<file path="src/rtl/pin_in_filter_pkg.sv">
// Shared constants and types for the pad input conditioning block.
// Holds the default pin count and counter width used by the filter.
package pin_in_filter_pkg;

   localparam int PINS_DEF  = 32;
   localparam int CNT_W_DEF = 4;

   typedef enum logic {
      ST_STABLE  = 1'b0,
      ST_PENDING = 1'b1
   } pin_state_e;

endpackage

</file>
<file path="src/rtl/pin_in_filter_bit.sv">
// One pad: two-flop synchronizer, stability counter, filtered level,
// edge pulses and a sticky edge-event flag.
module pin_in_filter_bit
   import pin_in_filter_pkg::*;
#(
   parameter int CNT_W = CNT_W_DEF
) (
   input  logic             clk,
   input  logic             res,
   input  logic             pin_in,
   input  logic [CNT_W-1:0] thr,
   input  logic             evt_en,
   input  logic             evt_clr,
   output logic             pin_filt,
   output logic             rise,
   output logic             fall,
   output logic             evt
);

   logic             s1;
   logic             s2;
   logic             filt;
   logic [CNT_W-1:0] cnt;
   logic [CNT_W-1:0] lim_m1;
   logic [CNT_W-1:0] cnt_nxt;
   logic             tog;
   logic             evt_nxt;
   pin_state_e       state;

   // A threshold of zero behaves exactly like a threshold of one.
   assign lim_m1 = (thr == '0) ? '0 : thr - 1'b1;
   assign state  = (s2 != filt) ? ST_PENDING : ST_STABLE;

   always_comb begin
      tog     = 1'b0;
      cnt_nxt = '0;
      unique case (state)
         ST_STABLE: cnt_nxt = '0;
         ST_PENDING: begin
            if (cnt >= lim_m1) begin
               tog = 1'b1;
            end else begin
               cnt_nxt = cnt + 1'b1;
            end
         end
         default: cnt_nxt = '0;
      endcase
   end

   // A fresh edge outranks a clear arriving on the same cycle.
   always_comb begin
      evt_nxt = evt;
      if ((rise | fall) & evt_en) begin
         evt_nxt = 1'b1;
      end else if (evt_clr) begin
         evt_nxt = 1'b0;
      end
   end

   always_ff @(posedge clk) begin
      if (res) begin
         s1   <= 1'b0;
         s2   <= 1'b0;
         filt <= 1'b0;
         cnt  <= '0;
         rise <= 1'b0;
         fall <= 1'b0;
         evt  <= 1'b0;
      end else begin
         s1   <= pin_in;
         s2   <= s1;
         filt <= filt ^ tog;
         cnt  <= cnt_nxt;
         rise <= tog & ~filt;
         fall <= tog & filt;
         evt  <= evt_nxt;
      end
   end

   assign pin_filt = filt;

endmodule

</file>
<file path="src/rtl/pin_in_filter.sv">
// Pad input conditioning: PINS independent synchronize-and-debounce
// lanes sharing one stability threshold.
module pin_in_filter
   import pin_in_filter_pkg::*;
#(
   parameter int PINS  = PINS_DEF,
   parameter int CNT_W = CNT_W_DEF
) (
   input  logic             clk,
   input  logic             res,
   input  logic [PINS-1:0]  pin_in,
   input  logic [CNT_W-1:0] thr,
   input  logic [PINS-1:0]  evt_en,
   input  logic [PINS-1:0]  evt_clr,
   output logic [PINS-1:0]  pin_filt,
   output logic [PINS-1:0]  rise,
   output logic [PINS-1:0]  fall,
   output logic [PINS-1:0]  evt
);

   for (genvar i = 0; i < PINS; i++) begin : g_pin
      pin_in_filter_bit #(
         .CNT_W (CNT_W)
      ) u_bit (
         .clk      (clk),
         .res      (res),
         .pin_in   (pin_in[i]),
         .thr      (thr),
         .evt_en   (evt_en[i]),
         .evt_clr  (evt_clr[i]),
         .pin_filt (pin_filt[i]),
         .rise     (rise[i]),
         .fall     (fall[i]),
         .evt      (evt[i])
      );
   end

endmodule

</file>
<file path="config.mk">
export PLATFORM = sky130hd
export DESIGN_NAME = pin_in_filter
export DESIGN_NICKNAME = d
export VERILOG_FILES = /design/src/rtl/pin_in_filter_pkg.sv /design/src/rtl/pin_in_filter_bit.sv /design/src/rtl/pin_in_filter.sv
export SDC_FILE = /design/constraint.sdc
export NUM_CORES = 1
export LEC_CHECK = 0
export BUFFER_PORTS_ARGS = -buffer_cell sky130_fd_sc_hd__buf_4
export CAP_MARGIN = 5
export CORE_UTILIZATION = 51
export DETAILED_ROUTE_END_ITERATION = 7
export PLACE_DENSITY = 0.75
export SYNTH_ARGS = -nofsm -noshare
export SYNTH_HDL_FRONTEND = slang
export SYNTH_SLANG_ARGS = --single-unit
</file>
<file path="constraint.sdc">
create_clock -name clk -period 3.6 [get_ports clk]
set_clock_uncertainty 0.2 [all_clocks]
set_input_delay 0.18 -clock clk [delete_from_list [all_inputs] [get_ports clk]]
set_output_delay 0.18 -clock clk [all_outputs]
set_load 0.05 [all_outputs]
</file>
==> impl_results.md <==
- Outcome: complete, no violations
- Sequential fraction of the synthesis area: 41.7%
- Synth warn: 0
- H-tree depth: 2
- Final wirelength: 29.2 mm
- Cell area after layout: 18900 sq um
- Power density cells: 427 nW/um^2
- Die area: 30800 sq um
- Yosys reg bits: 320
- Worst endpoint required time: between 3000 and 4000 ps
- Synth Area per Inst: between 10 and 15 sq um
- Mapped Cells: approximately 1500
- Yosys cell types: 28
- Critical Path AT: roughly 2400 ps
- Slew Limit Headroom: 60.3%
- Final Wtd Congestion: 0.773
- I/O Buffers: 229
- Largest net degree at the start of global routing: 70
- Slew Limit Fails: 0
- CTS clk-pin slew, worst paths: approximately 60 ps
- Period utilisation layout: 61.2%
- DR vias/cell: 5.01
- Post-Place Cells: slightly below 2000
- FILL cells: 2343
- Clock Latency Late Sink: 510 ps
- Gr ovfl total: 0
- GRT Util Overall: 19.1%
- Post-DP HPWL: 19.1 mm
- First-pass GRT wire length: 48.9 mm
- I/O pins: 230
- Time the worst path needs with I/O delays and setup: 2200 ps
- Die height: 176 um
- Final Hold Fails: 0
- CP Launch Point: res
- CP Max Fanout: 69
- Share of layout cells above drive strength 1: 20.8%
- Fin Setup TNS: 0 ps
- Initial DRC count: 377
- Pre-Repair DR Iteration Count: 4
- CORE AREA: just under 30000 sq um
- Ant diodes: 0
- Hold slack: 225 ps
- Hold WC Path Type: primary input to flip-flop
- Root buffer cell: clkbuf_16
- WL/cell: 13.6 um
- # DRC: 0
- Startpoint Class: primary input
- Post-Synthesis Cell Area: 15400 sq um
- Worst slew pin tran: 596 ps
- Pleak: 7.97 nW
- Cts bufs inserted: 35
- Initial Utilization: between 50% and 60%
- Crit Path Class: primary input to flip-flop
- Mapped Nets: between 1500 and 2000
- Peak Freq: around 450 MHz
- Initial antenna violation count: 0
- CTS max path bufs: 3
- Chip width: 176 um
- VDD IR max: 0.304 mV
- Placed inst area: around 17000 sq um
- RSZ-0062 raised after global routing: no
- CTS tree: built
- Post-layout power: 8.07 mW
- Number of global-route vias before repair: 10800
- FP Rows: 63
- Routed via count: around 11000
- Final Net Count: 1995
- R2r startpoint: g_pin[25].u_bit.cnt[0]
- Hold Path Origin: pin_in[0]
- Max-cap viol count: 0
- Cell Count, Final, Fillers Out: approximately 2100
- Final setup vio count: 0
- Post-route ant nets: 0
- Crit path capture type: flip-flop
- Area grow syn2layout: 23.0%
- CTS sink cnt: 320
[placed cells by master (no fill, tap or decap), drive strengths merged]
master,n
a2111oi,32
a21oi,97
and3,32
buf,240
bufinv,2
clkbuf,53
clkinv,6
clkinvlp,1
dfxtp,320
dlygate4sd3,104
ha,160
inv,32
mux2,1
nand2,1
nand2b,128
nand3,32
nor2,130
nor2b,64
nor3,65
o21a,33
o21ai,96
o31ai,1
or2,32
or3b,32
xnor2,32
xor2,32
[where the power goes]
part | total (mW) | leakage, nW | switching [mW] | internal (mW)
combinational | 0.833 | 4.80 | 0.394 | 0.439
clock | 3.60 | 0.581 | 1.40 | 2.20
sequential | 3.64 | 2.59 | 0.0363 | 3.60
[worst max-delay path, stage by stage]
cell and delay, ps:
dlygate4sd3_1 550, buf_6 470, buf_12 290, buf_4 200, a21oi_1 50, dlygate4sd3_1 570
[final timing paths]
path                                 end  slack [ps]  cells past startpoint
setup reg to reg  g_pin[25].u_bit.cnt[1]        1690                      6
hold reg to reg       g_pin[10].u_bit.s2         230                      1
hold / removal         g_pin[0].u_bit.s1         230                      3
setup / recovery     g_pin[15].u_bit.evt        1400                      6
[per-layer routing]
| metal | vias up | routed length, um | global-route usage, % |
|---|---|---|---|
| li1 | 5508 | - | - |
| met1 | 4998 | 13100 | 22.8 |
| met2 | 194 | 14100 | 34.2 |
| met3 | 52 | 1240 | 3.42 |
| met4 | 0 | 777 | 6.52 |
| met5 | - | 0 | 0 |
[synth_stat cells]
library cell	instances	area [sq um]
a2111oi_4	32	881
a21oi_1	96	480
a21oi_2	1	8.76
and3_1	32	200
buf_1	4	15.0
buf_2	6	30.0
buf_4	128	961
clkbuf_1	15	56.3
dfxtp_1	320	6410
ha_1	160	2000
inv_1	32	120
mux2_2	1	11.3
nand2_1	1	3.75
nand2b_1	96	601
nand2b_4	32	440
nand3_1	32	160
nor2_1	130	488
nor2b_1	64	400
nor3_1	65	325
o21a_1	33	248
o21ai_0	64	320
o21ai_1	32	160
o31ai_1	1	7.51
or2_1	32	200
or3b_1	31	272
or3b_2	1	8.76
xnor2_1	32	280
xor2_1	32	280
[timing repair]
item | 4_1_cts | 5_1_grt
hold endpoints to repair | 83 | 0
setup endpoints to repair | 0 | 0
hold buffers | 104 | 0
resized for setup | 0 | 0
buffers inserted | 0 | 0
[flip-flops by register name (all words and copies together), names as in the netlist, named ones only]
register	flops
g_pin.u_bit.evt	32
g_pin.u_bit.cnt	128
g_pin.u_bit.fall	32
g_pin.u_bit.rise	32
g_pin.u_bit.s1	32
g_pin.u_bit.s2	32
[cells by family after synthesis]
logic type,Yosys count,synth area share (%)
buffers and inverters,185,7.69
multiplexers,1,0.0733
flip-flops,320,41.7
AND/OR/NAND/NOR,516,20.2
adder cells (fa/ha/maj),160,13.0
AO/OA/AOI/OAI,259,13.7
XOR/XNOR,64,3.65
[cell type report]
class / count / area (sq um) / area share [%]
multi-input combinational: 1000 / 7810 / 41.3
sequential: 320 / 6410 / 33.9
timing repair buffer: 344 / 2900 / 15.3
clock buffer: 53 / 1080 / 5.69
tap: 390 / 488 / 2.58
inverter: 32 / 120 / 0.636
clock inverter: 9 / 97.6 / 0.516
[through the flow]
step | setup slack, ps | utilization (%)
2_1_floorplan | 420 | -
3_3_place_gp | 932 | 56.3
3_5_place_dp | 898 | 56.3
4_1_cts | 1400 | 63.8
5_1_grt | 1280 | 63.8
6_report | 1400 | 63.8
(Power assumes the default switching activity.)
